File: src/rtl/preload_pkg.sv
// Shared types and default-configuration widths for the weight preload engine.
package preload_pkg;

    typedef enum logic {
        IDLE = 1'b0,
        LOAD = 1'b1
    } state_e;

    // Bit width needed to index n items, never less than one bit.
    function automatic int unsigned clog2_min1(input int unsigned n);
        return (n <= 1) ? 1 : $clog2(n);
    endfunction

    localparam int unsigned DEF_ROWS     = 8;
    localparam int unsigned DEF_COLS     = 8;
    localparam int unsigned DEF_WEIGHT_W = 8;
    localparam int unsigned DEF_COMP_W   = 3;
    localparam int unsigned DEF_MAX_COMP = 8;

    localparam int unsigned ADDR_W  = clog2_min1(DEF_ROWS * DEF_COLS);
    localparam int unsigned CADDR_W = clog2_min1(DEF_COLS * DEF_MAX_COMP);
    localparam int unsigned ROW_W   = clog2_min1(DEF_ROWS);
    localparam int unsigned CNT_W   = clog2_min1(DEF_MAX_COMP + 1);

endpackage

File: src/rtl/preload_addr_gen.sv
// Row/column/slot counters for the column-major preload stream.
module preload_addr_gen
    import preload_pkg::*;
#(
    parameter int unsigned ROWS     = DEF_ROWS,
    parameter int unsigned COLS     = DEF_COLS,
    parameter int unsigned ROW_BITS = ROW_W,
    parameter int unsigned COL_BITS = clog2_min1(DEF_COLS),
    parameter int unsigned CNT_BITS = CNT_W
) (
    input  logic                clk,
    input  logic                rst,
    input  logic                clear_i,
    input  logic                accept_i,
    input  logic                comp_store_i,
    output logic [ROW_BITS-1:0] row_o,
    output logic [COL_BITS-1:0] col_o,
    output logic [CNT_BITS-1:0] slot_o,
    output logic                row_last_c,
    output logic                last_beat_c
);

    logic [ROW_BITS-1:0] row_q, row_d;
    logic [COL_BITS-1:0] col_q, col_d;
    logic [CNT_BITS-1:0] slot_q, slot_d;
    logic                col_last_c;

    assign row_last_c  = (row_q == ROW_BITS'(ROWS - 1));
    assign col_last_c  = (col_q == COL_BITS'(COLS - 1));
    assign last_beat_c = row_last_c && col_last_c;

    assign row_o  = row_q;
    assign col_o  = col_q;
    assign slot_o = slot_q;

    // Advance row per accepted beat; a row wrap moves to the next column and frees its slots.
    always_comb begin
        row_d  = row_q;
        col_d  = col_q;
        slot_d = slot_q;
        if (clear_i) begin
            row_d  = '0;
            col_d  = '0;
            slot_d = '0;
        end else if (accept_i) begin
            if (row_last_c) begin
                row_d  = '0;
                col_d  = col_last_c ? '0 : col_q + COL_BITS'(1);
                slot_d = '0;
            end else begin
                row_d  = row_q + ROW_BITS'(1);
                slot_d = slot_q + CNT_BITS'(comp_store_i);
            end
        end
    end

    // Counter state registers.
    always_ff @(posedge clk or posedge rst) begin
        if (rst) begin
            row_q  <= '0;
            col_q  <= '0;
            slot_q <= '0;
        end else begin
            row_q  <= row_d;
            col_q  <= col_d;
            slot_q <= slot_d;
        end
    end

endmodule

File: src/rtl/weight_preload_engine.sv
// Weight preload engine: splits each streamed weight into an MSB part for the
// weight memory and a sparse LSB compensation entry for the per-column memory.
// Optional feature macro: PRELOAD_STALL_CNT_EN adds the stall_cnt output.
module weight_preload_engine
    import preload_pkg::*;
#(
    parameter  int unsigned ROWS       = DEF_ROWS,
    parameter  int unsigned COLS       = DEF_COLS,
    parameter  int unsigned WEIGHT_W   = DEF_WEIGHT_W,
    parameter  int unsigned COMP_W     = DEF_COMP_W,
    parameter  int unsigned MAX_COMP   = DEF_MAX_COMP,
    localparam int unsigned RED_W      = WEIGHT_W - COMP_W,
    localparam int unsigned ADDR_BITS  = clog2_min1(ROWS * COLS),
    localparam int unsigned CADDR_BITS = clog2_min1(COLS * MAX_COMP),
    localparam int unsigned ROW_BITS   = clog2_min1(ROWS),
    localparam int unsigned COL_BITS   = clog2_min1(COLS),
    localparam int unsigned CNT_BITS   = clog2_min1(MAX_COMP + 1)
) (
    input  logic                  clk,
    input  logic                  rst,
    input  logic                  start,
    input  logic                  in_valid,
    output logic                  in_ready,
    input  logic [WEIGHT_W-1:0]   in_weight,
    output logic                  wmem_we,
    output logic [ADDR_BITS-1:0]  wmem_addr,
    output logic [RED_W-1:0]      wmem_data,
    output logic                  cmem_we,
    output logic [CADDR_BITS-1:0] cmem_addr,
    output logic [COMP_W-1:0]     cmem_data,
    output logic [ROW_BITS-1:0]   cmem_row,
    output logic                  col_done,
    output logic [CNT_BITS-1:0]   col_comp_cnt,
    output logic                  load_done,
    output logic                  comp_overflow
`ifdef PRELOAD_STALL_CNT_EN
    ,
    output logic [15:0]           stall_cnt
`endif
);

    state_e              state_q;
    logic                accept_c;
    logic                clear_c;
    logic                lsb_nz_c;
    logic                slot_full_c;
    logic                comp_store_c;
    logic                comp_drop_c;
    logic [ROW_BITS-1:0] row;
    logic [COL_BITS-1:0] col;
    logic [CNT_BITS-1:0] slot;
    logic                row_last_c;
    logic                last_beat_c;

    assign accept_c     = in_valid && in_ready;
    assign clear_c      = (state_q == IDLE) && start;
    assign lsb_nz_c     = (in_weight[COMP_W-1:0] != '0);
    assign slot_full_c  = (slot == CNT_BITS'(MAX_COMP));
    assign comp_store_c = accept_c && lsb_nz_c && !slot_full_c;
    assign comp_drop_c  = accept_c && lsb_nz_c && slot_full_c;

    preload_addr_gen #(
        .ROWS     (ROWS),
        .COLS     (COLS),
        .ROW_BITS (ROW_BITS),
        .COL_BITS (COL_BITS),
        .CNT_BITS (CNT_BITS)
    ) u_addr_gen (
        .clk          (clk),
        .rst          (rst),
        .clear_i      (clear_c),
        .accept_i     (accept_c),
        .comp_store_i (comp_store_c),
        .row_o        (row),
        .col_o        (col),
        .slot_o       (slot),
        .row_last_c   (row_last_c),
        .last_beat_c  (last_beat_c)
    );

    // Load FSM; in_ready is registered alongside the state.
    always_ff @(posedge clk or posedge rst) begin
        if (rst) begin
            state_q  <= IDLE;
            in_ready <= 1'b0;
        end else begin
            case (state_q)
                IDLE: begin
                    if (start) begin
                        state_q  <= LOAD;
                        in_ready <= 1'b1;
                    end
                end
                LOAD: begin
                    if (accept_c && last_beat_c) begin
                        state_q  <= IDLE;
                        in_ready <= 1'b0;
                    end
                end
                default: begin
                    state_q  <= IDLE;
                    in_ready <= 1'b0;
                end
            endcase
        end
    end

    // Write-port register stage: one cycle after the accepted beat.
    always_ff @(posedge clk or posedge rst) begin
        if (rst) begin
            wmem_we       <= 1'b0;
            wmem_addr     <= '0;
            wmem_data     <= '0;
            cmem_we       <= 1'b0;
            cmem_addr     <= '0;
            cmem_data     <= '0;
            cmem_row      <= '0;
            col_done      <= 1'b0;
            col_comp_cnt  <= '0;
            load_done     <= 1'b0;
            comp_overflow <= 1'b0;
        end else begin
            wmem_we   <= accept_c;
            cmem_we   <= comp_store_c;
            col_done  <= accept_c && row_last_c;
            load_done <= accept_c && last_beat_c;
            if (accept_c) begin
                wmem_addr <= ADDR_BITS'(col) * ADDR_BITS'(ROWS) + ADDR_BITS'(row);
                wmem_data <= in_weight[WEIGHT_W-1:COMP_W];
            end
            if (comp_store_c) begin
                cmem_addr <= CADDR_BITS'(col) * CADDR_BITS'(MAX_COMP) + CADDR_BITS'(slot);
                cmem_data <= in_weight[COMP_W-1:0];
                cmem_row  <= row;
            end
            if (accept_c && row_last_c) begin
                col_comp_cnt <= slot + CNT_BITS'(comp_store_c);
            end
            if (clear_c) begin
                comp_overflow <= 1'b0;
            end else if (comp_drop_c) begin
                comp_overflow <= 1'b1;
            end
        end
    end

`ifdef PRELOAD_STALL_CNT_EN
    // Saturating count of LOAD cycles without a valid beat.
    always_ff @(posedge clk or posedge rst) begin
        if (rst) begin
            stall_cnt <= '0;
        end else if (clear_c) begin
            stall_cnt <= '0;
        end else if ((state_q == LOAD) && !in_valid && (stall_cnt != 16'hFFFF)) begin
            stall_cnt <= stall_cnt + 16'd1;
        end
    end
`endif

endmodule

File: config.mk
export PLATFORM = sky130hd
export DESIGN_NAME = weight_preload_engine
export DESIGN_NICKNAME = d
export VERILOG_FILES = /design/src/rtl/preload_pkg.sv /design/src/rtl/preload_addr_gen.sv /design/src/rtl/weight_preload_engine.sv
export SDC_FILE = /design/constraint.sdc
export NUM_CORES = 1
export LEC_CHECK = 0
export BUFFER_PORTS_ARGS = -buffer_cell sky130_fd_sc_hd__buf_2
export CAP_MARGIN = 20
export CORE_MARGIN = 1.5
export CORE_UTILIZATION = 56
export DETAILED_ROUTE_END_ITERATION = 8
export PLACE_DENSITY = 0.94
export SYNTH_ARGS = -nofsm -noshare
export SYNTH_HDL_FRONTEND = slang
export SYNTH_SLANG_ARGS = --single-unit
File: constraint.sdc
create_clock -name clk -period 3.9 [get_ports clk]
set_clock_uncertainty 0.1 [all_clocks]
set_input_delay 0.78 -clock clk [delete_from_list [all_inputs] [get_ports clk]]
set_output_delay 0.78 -clock clk [all_outputs]
set_load 0.01 [all_outputs]
After elaboration in Yosys (flattened, before gate mapping):

Index checks and enable logic that the tools add are counted.

* register bits: 44
* logic and storage cells: 60
* input bits: 12
* output and inout port bits: 33

* bitwise logic cells: 1
* add/sub/neg operators: 5
* reduce and logical (&&, ||, !) cells: 15
* eq/ne operators: 5
* multiplexer cells: 18

Operators with widths (number)
* $mux W3: 7
* $mux W4: 3
* $logic_and A1 B1 Y1: 8
* $add A3 B1 Y3 const B: 2
* $add A6 B3 Y6: 1
* $add A6 B4 Y6: 1
* $eq A3 B3 Y1 const B: 2
* $mux W1: 6
* $reduce_bool A2 Y1: 3
* $add A4 B1 Y4: 1
* $eq A4 B4 Y1 const B: 1
* $pmux W1 S2: 2
* $reduce_and A2 Y1: 2
* $reduce_bool A3 Y1: 1
* $ne A2 B1 Y1 const B: 1
* $ne A2 B2 Y1 const B: 1
* $logic_not A1 Y1: 1
* $not A1 Y1: 1

Longest topological paths before layout:

Gate-level depths: netlist of the first run.

* word-level depth: 7
* mapped depth: 9
* mapped depth without buffers: 8

Cells and area by module:

From an unflattened synthesis of the first run, not the netlist that was laid out.

* cell total of the unflattened synthesis: 144
* area total of the unflattened synthesis: 1934.4 µm²

Modules (own cells, without submodules)
* weight_preload_engine: area an instance 1383.8 µm², cells an instance 91, sequential area each 850.8 µm², instances 1
* preload_addr_gen: area an instance 550.5 µm², cells an instance 53, sequential area each 250.2 µm², instances 1

Worst setup path after synthesis of the first run:

No wires, ideal clock.

* path type: input port to flip-flop
* from: in in_weight[2]
* to: reg u_addr_gen.slot_q[2] (netlist: u_addr_gen.slot_o[2])
* path buffers: 1
* data required time: 3.722 ns
* stages: 8
* library setup time: 0.078 ns
* arrival time: 2.367 ns
* path slack: 1.355 ns
* cells stage by stage: o311a_1 -> nand2b_1 -> buf_6 -> inv_6 -> ha_1 -> ha_1 -> or4b_2 -> a21oi_1

* cells in the longest elaborated chain, start to end: 7

RTL lines
* from (decl): line weight_preload_engine.sv:24 `input logic [WEIGHT_W-1:0] in_weight,`
* $reduce_bool A3 Y1: line weight_preload_engine.sv:57 `assign lsb_nz_c = (in_weight[COMP_W-1:0] != '0);`
* $logic_and A1 B1 Y1 (2 in series): line weight_preload_engine.sv:59 `assign comp_store_c = accept_c && lsb_nz_c && !slot_full_c;`
* named net comp_store_c: line weight_preload_engine.sv:47 `logic comp_store_c;`
* $add A4 B1 Y4: line preload_addr_gen.sv:52 `slot_d = slot_q + CNT_BITS'(comp_store_i);`
* $mux W4: line preload_addr_gen.sv:46 `if (row_last_c) begin`
* $mux W4: line preload_addr_gen.sv:45 `end else if (accept_i) begin`
* $mux W4: line preload_addr_gen.sv:41 `if (clear_i) begin`
* to (signal assigned): line preload_addr_gen.sv:66 `slot_q <= slot_d;`
* to (decl): line preload_addr_gen.sv:25 `logic [CNT_BITS-1:0] slot_q, slot_d;`

The timed path passes the listed nets, and every way through them passes these cells. The select of a mux whose other input is x is not followed.
A chain may end at the register's enable or synchronous reset.

Final worst setup path of the first run:

* from: in in_valid
* to: reg u_addr_gen.slot_q[2] (netlist: u_addr_gen.slot_o[2])

* cells in the longest elaborated chain, start to end: 7
* elaborated cells between the ends (all ways): 8
* classes of those cells: add/sub (1); mux (3); reduce/logical (4)

RTL lines
* from (decl): line weight_preload_engine.sv:22 `input logic in_valid,`
* $logic_and A1 B1 Y1: line weight_preload_engine.sv:55 `assign accept_c = in_valid && in_ready;`
* $logic_and A1 B1 Y1 (2 in series): line weight_preload_engine.sv:59
* named net comp_store_c: line weight_preload_engine.sv:47
* $add A4 B1 Y4: line preload_addr_gen.sv:52
* $mux W4: line preload_addr_gen.sv:46
* $mux W4: line preload_addr_gen.sv:45
* $mux W4: line preload_addr_gen.sv:41

The timed path passes the listed nets, and every way through them passes these cells. The select of a mux whose other input is x is not followed.

==> results.md, run 1 <==
- CTS tree: done
- Inserted Clock Buffers: 5
- Antenna Nets Post-Route: 0
- Asr flop ratio synth: 100%
- Final hold violation count: 0
- HP Class: register to register
- Simple-gate share of the synthesized area: 17.0%
- Largest net degree at the start of global routing: 45
- 1st-iter DRT viols: 41
- Pwr/cell area: 566 nW/µm²
- Post-synth EDFFs: 0
- Cell Chain, Critical Path: buf_2 -> o311a_1 -> nand2b_1 -> inv_6 -> ha_1 -> ha_1 -> or4b_2 -> a21oi_1
- Design Area, Final: 2140 µm²
- Main synth FF type: dfrtp_1
- VDD IR max: 0.306 mV
- CTS Buffer Depth: 2
- Worst setup EP type: register
- Final period utilization: 67.9%
- Met1 usage: 29.1%
- Syn Area/Cell: 10.9 µm²
- Core area: 3080 µm²
- Port Buffers: 44
- Die ar.: 3620 µm²
- Mapped Cells: 167
- Post_cts resized: 0
- Multi-input logic area: 673 µm²
- Worst EP required: 4.08 ns
- Reg area: 1100 µm²
- Synth-to-Final Area Change: 17.0%
- Io pins: 45
- Via density: 5.39
- Vias in the first global route: 1,235
- Setup repair bufs after CTS: 0
- Grt peak-use layer: met2
- Max Slew Vio Count: 0
- Crit path launch: in_valid
- Distinct cells, synth: 27
- RSZ-0062 raised after global routing: false
- Final Critical Period: 2.65 ns
- Met2 Use GR: 35.7%
- Outcome: complete, no violations
- First-pass GRT wire length: 5.78 mm
- Leakage: 1.19 nW
- Final setup violation count: 0
- Final HPWL DP: 2.59 mm
- GR Layer Usage met3: 6.71%
- Max transition margin: 35.9%
- Post-Synth XOR/XNOR Area: 1.44%
- Synth Area in Adders: 5.48%
- Vias after detailed routing: 1,391
- GRT overflow: 0
- Seq/Total Area, Yosys: 60.2%
- CTS Sinks: 44
- Layout cells sized above 1: 28.0%
- WL final: 3.56 mm
- Hold-critical path depth: 2
- Final Wtd Congestion: 0.787
- Die Span Y: 60.1 µm
- Slowest CP cell: or4b_2
- Synth Area in Compound Gates: 8.56%
- Worst-path fanout max: 10
- Placed Area: 2080 µm²
- Fmax achieved: 378 MHz
- R2r startpoint: in_ready
- Yosys reg bits: 44
- Post-route DRC violation count: 0
- Row count: 20
- R2r setup slk: 1.33 ns
- Main combinational cell family by area after synthesis: simple AND/OR/NAND/NOR gates
- CP Class: primary input to register
- Drt pass-1 iters: 4
- Setup TNS: 0 ns
- Htree depth: 2
- Syn Nets: 187
- Nets: 233
- Max_cap viols: 0
- Hold buffers post-CTS: 0
- CP Launch Type: primary input
- Worst-Skew Late Latency: 0.36 ns
- ANT cells: 0
- Synth warnings: 0
- Die width: 60.1 µm
- WL per Instance: 13.8 µm
- Worst path max stage delay: 0.58 ns
- CP arrival: 2.83 ns
- Multiplexer share of the synthesized area: 4.31%
- Critical Path End: u_addr_gen.slot_o[2]
- Slew @ Worst Pin: 0.960 ns
- Initial antenna violation count: 0
- FILL cells: 250
- Netlist Area Pre-Place: 1830 µm²
- Clock transition at path regs: 0.11 ns
- Root buf cell: clkbuf_4
- GRT Util Overall: 22.2%
- Initial Utilization: 59.4%
- Cell mode on critical path: ha_1
- Worst r2r path cells: 7
- RR Endpoint: u_addr_gen.slot_o[2]
## critical path, delay by kind of cell
kind	cells	cell delay, ns
AO/OA/AOI/OAI	2	0.44
adder cells (fa/ha/maj)	2	0.40
buffers and inverters	2	0.29
AND/OR/NAND/NOR	2	0.91
## placed cells by master (no fill, tap or decap), drive strengths merged
master	instances
nand2	53
buf	45
dfrtp	44
a21oi	12
ha	8
clkbuf	8
a22o	6
mux2	6
inv	5
o21ai	4
nor2	4
nand3b	4
nand3	2
xor2	2
or3	2
or4	1
a31oi	1
nor2b	1
nor4b	1
o311a	1
nand2b	1
a21o	1
or4b	1
xnor2	1
## stage by stage
stage / cells / setup slack, ns / util (%) / hold WS [ns] / power, mW
finish: 258 / 1.25 / 69.5 / 0.382 / 1.21
global placement: 250 / 1.01 / 67.6 / 0.352 / 0.982
global route: 258 / 1.13 / 69.5 / 0.411 / 1.30
floorplan: 167 / 1.35 / - / 0.340 / 0.858
detailed placement: 250 / 0.900 / 67.6 / 0.359 / 1.00
CTS: 258 / 1.27 / 69.5 / 0.385 / 1.22
## registers in the layout, summed over array words and instances, names as in the netlist
register           count
cmem_addr              6
cmem_data              3
cmem_row               3
cmem_we                1
col_comp_cnt           4
col_done               1
comp_overflow          1
in_ready               1
load_done              1
state_q                1
u_addr_gen.col_o       3
u_addr_gen.row_o       3
u_addr_gen.slot_o      4
wmem_addr              6
wmem_data              5
wmem_we                1
## how the worst min path moves through the flow
stage | startpoint | endpoint
2_1_floorplan | state_q | in_ready
5_1_grt | wmem_data[1] | wmem_data[1]
4_1_cts | wmem_data[2] | wmem_data[2]
3_3_place_gp | wmem_data[2] | wmem_data[2]
6_report | wmem_data[2] | wmem_data[2]
3_5_place_dp | wmem_data[2] | wmem_data[2]
## where the power goes
| part | internal, mW | switching, mW | leakage [nW] | total [mW] |
|---|---|---|---|---|
| logic | 0.152 | 0.176 | 0.587 | 0.328 |
| registers | 0.568 | 0.0936 | 0.568 | 0.661 |
| clock network | 0.0891 | 0.132 | 0.0326 | 0.221 |
## synth_stat cells, types with 3 or more instances
master,count,area [µm²]
inv_1,4,15.0
a22o_1,6,52.6
mux2_4,3,45.0
nand2_1,53,199
nand3b_1,4,30.0
mux2_2,3,33.8
ha_1,8,100
dfrtp_1,44,1100
nor2_1,4,15.0
a21oi_1,12,60.1
o21ai_0,4,20.0
clkbuf_1,4,15.0
## cells by family (layout without fill, tap and decap cells)
kind of cell | after synthesis | count (layout)
flip-flops | 44 | 44
buffers and inverters | 11 | 58
AND/OR/NAND/NOR | 70 | 70
XOR/XNOR | 3 | 3
adder cells (fa/ha/maj) | 8 | 8
AO/OA/AOI/OAI | 25 | 25
multiplexers | 6 | 6
## layout make-up
type,count,area share [%]
clock buffer,8,2.75
inverter,5,1.11
multi-input combinational,112,31.5
sequential,44,51.5
tap,44,2.57
timing repair buffer,45,10.6
## routing by layer
layer / wire, µm / up-vias
met5: 0 / -
met4: 46 / 0
met3: 193 / 6
met2: 1760 / 43
met1: 1550 / 689
li1: - / 653
(Power assumes the default switching activity.)
==> inputs of run 2 (changes only) <==
- ABC_AREA: default -> 1
- CORE_UTILIZATION: 56 -> 52
- PLACE_DENSITY: 0.94 -> 0.89
- clock period: 3.9 -> 2.6 ns (I/O delays scaled with it)
==> results.md, run 2 <==
- Outcome: complete, no violations
- Max Slew Vio Count: 0 (unchanged)
- Final hold violation count: 0 (unchanged)
- Synth top cells by count: nand2_1, dfrtp_1, inv_1
- Max transition margin: 65.3% (+29 points)
- WL per Instance: 12.5 µm (-9.2%)
- Placed Cells: 284 (+14%)
- Die ar.: 3980 µm² (+10%)
- CP Class: register to register
- Core area: 3390 µm² (+10%)
- CP arrival: 2.04 ns (-0.79 ns)
- Initial Utilization: 55.4% (-4.0 points)
- GRT Util Overall: 20.3% (-1.9 points)
- Asr flop ratio synth: 100% (unchanged)
- Final HPWL DP: 2.67 mm (+3.1%)
- Distinct cells, synth: 21 (-22%)
- Non-filler instance count after layout: 292 (+13%)
- Fmax achieved: 534 MHz
- Initial antenna violation count: 0 (unchanged)
- Htree depth: 2 (unchanged)
- Final period utilization: 72.0%
- Netlist Area Pre-Place: 1880 µm² (+2.7%)
- R2r startpoint: in_ready
- Io pins: 45 (unchanged)
- Most common cell after layout, fill and taps aside: nand2_1
- Final Critical Period: 1.87 ns
- Final Wtd Congestion: 0.831 (+5.6%)
- Layout cells sized above 1: 27.2% (-0.80 points)
- Worst r2r path cells: 9 (+2)
- Die Span Y: 63.1 µm (+4.9%)
- Inserted Clock Buffers: 5 (unchanged)
- GRT overflow: 0 (unchanged)
- Seq/Total Area, Yosys: 58.7% (-1.6 points)
- Drt pass-1 iters: 4 (unchanged)
- First-pass GRT wire length: 6.21 mm (+7.4%)
- Post_cts resized: 0 (unchanged)
- Vias after detailed routing: 1,418 (+1.9%)
- Worst-Skew Late Latency: 0.34 ns (-0.02 ns)
- WL final: 3.65 mm (+2.7%)
- CTS Sinks: 44 (unchanged)
- Port Buffers: 44 (unchanged)
- Yosys reg bits: 44 (unchanged)
- Slew @ Worst Pin: 0.520 ns (-0.439 ns)
- Main synth FF type: dfrtp_1
- Antenna Nets Post-Route: 0 (unchanged)
- R2r setup slk: 0.73 ns (-0.60 ns)
- RSZ-0062 raised after global routing: false
- VDD IR max: 0.332 mV (+8.3%)
- Setup TNS: 0 ns (unchanged)
- CTS tree: done
- Nets: 265 (+14%)
- CTS Buffer Depth: 2 (unchanged)
- Final setup violation count: 0 (unchanged)
- Largest registers: cmem_addr (6), wmem_addr (6), wmem_data (5)
- Top-count cell post-synth: nand2_1
- Hold buffers post-CTS: 0 (unchanged)
- Leakage: 1.33 nW (+12%)
- Syn Nets: 217 (+16%)
- Max_cap viols: 0 (unchanged)
- ANT cells: 0 (unchanged)
- Critical Path End: u_addr_gen.slot_o[2]
- Crit path launch: in_ready
- Synth area leaders: dfrtp_1, nand2_1, ha_1, o21ai_0, inv_1
- HP Class: primary input to asynchronous set/reset pin
- RR Endpoint: u_addr_gen.slot_o[2]
- Share of the synthesized area in the top cell type: 58.7% (-1.6 points)
- Worst setup EP type: register
- Post-synth EDFFs: 0 (unchanged)
- Clock transition at path regs: 0.12 ns (about the same)
- Worst-path fanout max: 11 (+1)
- Vias in the first global route: 1,374 (+11%)
- Fin Hold WS: 0.186 ns (-0.196 ns)
- Pwr/cell area: 477 nW/µm² (-16%)
- Synth-to-Final Area Change: 16.5%
- 1st-iter DRT viols: 92 (+120%)
- Mapped Cells: 197 (+18%)
- Setup repair bufs after CTS: 0 (unchanged)
- Synth area leader: dfrtp_1
- CP Launch Type: register
- Placed Area: 2130 µm² (+2.2%)
- Design Area, Final: 2190 µm² (+2.2%)
- Root buf cell: clkbuf_4
- Row count: 21 (+5.0%)
- Synth warnings: 0 (unchanged)
- Largest net degree at the start of global routing: 45 (unchanged)
- Via density: 4.86 (-9.9%)
- Post-route DRC violation count: 0 (unchanged)
- Die width: 63.1 µm (+4.9%)
- Worst EP required: 2.77 ns (-1.31 ns)
- Syn Area/Cell: 9.53 µm² (-13%)
- Commonest cells after routing, fill and taps aside: nand2_1, dfrtp_1, buf_2
[run 2: changes by cell type after synthesis, sizes merged, moves of 6 or more]
| cell | change |
|---|---|
| inv | +17 |
| o21ai | +12 |
| a22o | -6 |
| nand2 | +28 |
| a21oi | -11 |
| mux2 | -6 |
[run 2: worst max-delay path, cell delays in order, from the launching register on]
cell and delay, ns:
dfrtp_1 0.40, nand2_2 0.07, inv_2 0.19, nand2_4 0.09, nor2_4 0.22, ha_1 0.22
ha_1 0.17, xor2_1 0.19, nand2_1 0.07, o21ai_0 0.07
[run 2: power breakdown]
group / internal (mW) / switching, mW
Sequential: 0.684 / 0
Clock: 0.129 / 0.207
Combinational: 0.00733 / 0.0165
[run 2: area by class of cell]
class	instances	area, µm²
fillers	288	1200
flip-flops and latches	44	1100
multi-input cells	125	644
repair buffers	46	235
inverters	23	87.6
well taps	46	57.6
clock buffers	6	51.3
clock inverters	2	10.0
[run 2: worst min-delay path by stage]
stage / depth (start not counted) / start / slack, ns / endpoint
2_1_floorplan: 2 / u_addr_gen.slot_o[0] / 0.37 / cmem_addr[0]
3_3_place_gp: 2 / cmem_data[0] / 0.35 / cmem_data[0]
3_5_place_dp: 2 / cmem_addr[0] / 0.35 / cmem_addr[0]
4_1_cts: 3 / rst / 0.20 / cmem_addr[2]
5_1_grt: 3 / rst / 0.21 / cmem_addr[2]
6_report: 3 / rst / 0.19 / u_addr_gen.col_o[2]
[run 2: metrics by stage]
step,utilization [%],setup WS (ns),power [mW]
global placement,62.7,0.628,0.722
floorplan,-,0.868,0.709
detailed placement,62.7,0.507,0.722
global route,64.5,0.517,1.09
CTS,64.5,0.713,1.05
finish,64.5,0.727,1.04
[run 2: cell families (layout without fill, tap and decap cells)]
logic type	count (synthesis)	after routing	synth area share, %
AND/OR/NAND/NOR	95	95	22.4
flip-flops	44	44	58.7
buffers and inverters	28	77	7.00
AO/OA/AOI/OAI	19	19	5.20
adder cells (fa/ha/maj)	8	8	5.33
XOR/XNOR	3	3	1.40
[run 2: layer usage]
metal,part of all wire [%],global-route usage (%),vias up,routed length (µm)
li1,-,-,704,-
met1,46,25.8,664,1670
met2,48,33.8,45,1740
met3,5.9,6.43,5,216
met4,0.74,5.00,0,27
met5,0,0,-,0
==> inputs of run 3 (changes only) <==
- clock period: 2.6 -> 1.86 ns (I/O delays scaled with it)
==> results.md, run 3 (synthesis gave the netlist of run 2 again) <==
- Slew @ Worst Pin: 0.514 ns (-0.00607 ns)
- Internal: 1.15 mW (+41%)
- Initial Utilization: 55.4% (unchanged)
- GRT Util Overall: 18.8% (-1.5 points)
- Io pins: 45 (unchanged)
- Combinational power share: 2.3% (about the same)
- Outcome: complete, no violations
- Fmax achieved: 567 MHz (+6.2%)
- Max transition margin: 65.7% (+0.40 points)
- Final Wtd Congestion: 0.863 (+3.8%)
- Final hold violation count: 0 (unchanged)
- CP Launch Type: register
- HP Class: primary input to asynchronous set/reset pin
- Clock power frac: 31.8% (-0.4 points)
- Die ar.: 3980 µm² (unchanged)
- VDD IR max: 0.442 mV (+33%)
- CP arrival: 1.90 ns (-0.14 ns)
- First-pass GRT wire length: 5.89 mm (-5.1%)
- Inserted Clock Buffers: 5 (unchanged)
- WL per Instance: 11.4 µm (-8.5%)
- Die width: 63.1 µm (unchanged)
- Antenna Nets Post-Route: 0 (unchanged)
- CP Class: register to register
- Initial antenna violation count: 0 (unchanged)
- Cell Chain, Critical Path: inv_1 -> nand2_1 -> nor2_4 -> nor2_4 -> ha_1 -> ha_1 -> xor2_1 -> nand2_1 -> o21ai_0
- CTS tree: done
- Worst setup EP type: register
- ANT cells: 0 (unchanged)
- Vias after detailed routing: 1,417 (-0.071%)
- Final Critical Period: 1.76 ns (-0.109 ns)
- Seq pwr share: 66.0% (+0.4 points)
- Pwr/cell area: 654 nW/µm² (+37%)
- Largest net degree at the start of global routing: 45 (unchanged)
- Htree depth: 2 (unchanged)
- Final core occ: 65.3% (+0.81 points)
- Final setup violation count: 0 (unchanged)
- Via density: 4.79 (-1.4%)
- Clock transition at path regs: 0.11 ns (about the same)
- Worst-path fanout max: 6 (-5)
- Largest registers: cmem_addr (6), wmem_addr (6), wmem_data (5)
- Synth-to-Final Area Change: 18.0%
- Placed Area: 2130 µm² (+0.35%)
- Most common cell after layout, fill and taps aside: nand2_1
- Worst-Skew Late Latency: 0.35 ns (about the same)
- Worst EP required: 2.00 ns (-0.77 ns)
- Vias in the first global route: 1,375 (+0.073%)
- Commonest cells after routing, fill and taps aside: nand2_1, dfrtp_1, buf_2
- WL final: 3.39 mm (-7.2%)
- Root buf cell: clkbuf_4
- Hold buffers post-CTS: 0 (unchanged)
- R2r setup slk: 0.1 ns (-0.63 ns)
- Layout cells sized above 1: 27.6% (+0.36 points)
- Die Span Y: 63.1 µm (unchanged)
- R2r startpoint: u_addr_gen.slot_o[1]
- Slowest CP cell: dfrtp_1
- Row count: 21 (unchanged)
- Worst path max stage delay: 0.43 ns (+0.03 ns)
- Nets: 269 (+1.5%)
- Drt pass-1 iters: 6 (+2)
- Post_cts resized: 0 (unchanged)
- NetSw: 0.296 mW (+32%)
- 1st-iter DRT viols: 47 (-49%)
- Switching Share: 20.4% (-0.98 points)
- Max Slew Vio Count: 0 (unchanged)
- Port Buffers: 44 (unchanged)
- RR Endpoint: u_addr_gen.slot_o[2]
- Final period utilization: 94.9% (+23 points)
- CTS Sinks: 44 (unchanged)
- Design Area, Final: 2210 µm² (+1.3%)
- Final HPWL DP: 2.54 mm (-4.9%)
- Setup TNS: 0 ns (unchanged)
- Leakage: 1.35 nW (+1.1%)
- Setup repair bufs after CTS: 0 (unchanged)
- CTS Buffer Depth: 2 (unchanged)
- Post-route DRC violation count: 0 (unchanged)
- GRT overflow: 0 (unchanged)
- Max_cap viols: 0 (unchanged)
- Fin Hold WS: 0.0313 ns (-0.155 ns)
- Worst r2r path cells: 9 (unchanged)
- Core area: 3390 µm² (unchanged)
run 3: cell count changes in the layout (fill, tap and decap cells not counted):
| cell | before | now |
|---|---|---|
| buf_4 | 2 | 6 |
| clkbuf_1 | 0 | 2 |
| clkinv_2 | 3 | 1 |
run 3: final cells by class:
class	count	area [µm²]
Clock buffer	8	58.8
Multi-Input combinational cell	125	644
Sequential cell	44	1100
Timing Repair Buffer	50	265
Tap cell	46	57.6
Inverter	23	87.6
Fill cell	281	1170
run 3: worst max-delay path by stage:
stage | startpoint | end | slack (ns) | cells after the start
finish | u_addr_gen.slot_o[1] | u_addr_gen.slot_o[2] | 0.1 | 9
global route | u_addr_gen.slot_o[0] | u_addr_gen.slot_o[2] | -0.03 | 9
floorplan | in_ready | u_addr_gen.slot_o[2] | 0.21 | 9
detailed placement | in_weight[2] | u_addr_gen.slot_o[2] | 0.04 | 10
global placement | in_weight[0] | u_addr_gen.slot_o[2] | 0.12 | 10
CTS | u_addr_gen.slot_o[0] | u_addr_gen.slot_o[2] | 0.06 | 9
run 3: worst max-delay path: cells and delay by family, from the launching register on:
kind	cells	cell delay (ns)
compound gates	1	0.08
buf+inv	1	0.10
fa+ha+maj	2	0.40
xor+xnor	1	0.17
flops	1	0.43
simple gates	4	0.38
run 3: per-stage QoR:
step / worst slack (ns) / total power, mW / cells
after floorplan: 0.212 / 0.991 / 197
after global placement: 0.116 / 1.01 / 285
after detailed placement: 0.0387 / 1.01 / 285
after CTS: 0.0644 / 1.47 / 293
after global routing: -0.0283 / 1.52 / 296
final: 0.0955 / 1.45 / 296
run 3: routing by layer:
layer,vias up,track usage [%],share of wire [%]
li1,719,-,-
met1,650,23.2,46
met2,44,31.4,46
met3,4,6.25,7.1
met4,0,5.83,1.1
met5,-,0,0
run 3: power by group through the flow:
stage	clock network [mW]	registers, mW	logic [mW]
floorplan	0	0.975	0.0159
CTS	0.478	0.956	0.0344
detailed placement	0	0.975	0.0344
global placement	0	0.975	0.0336
global route	0.521	0.957	0.0387
finish	0.460	0.956	0.0326
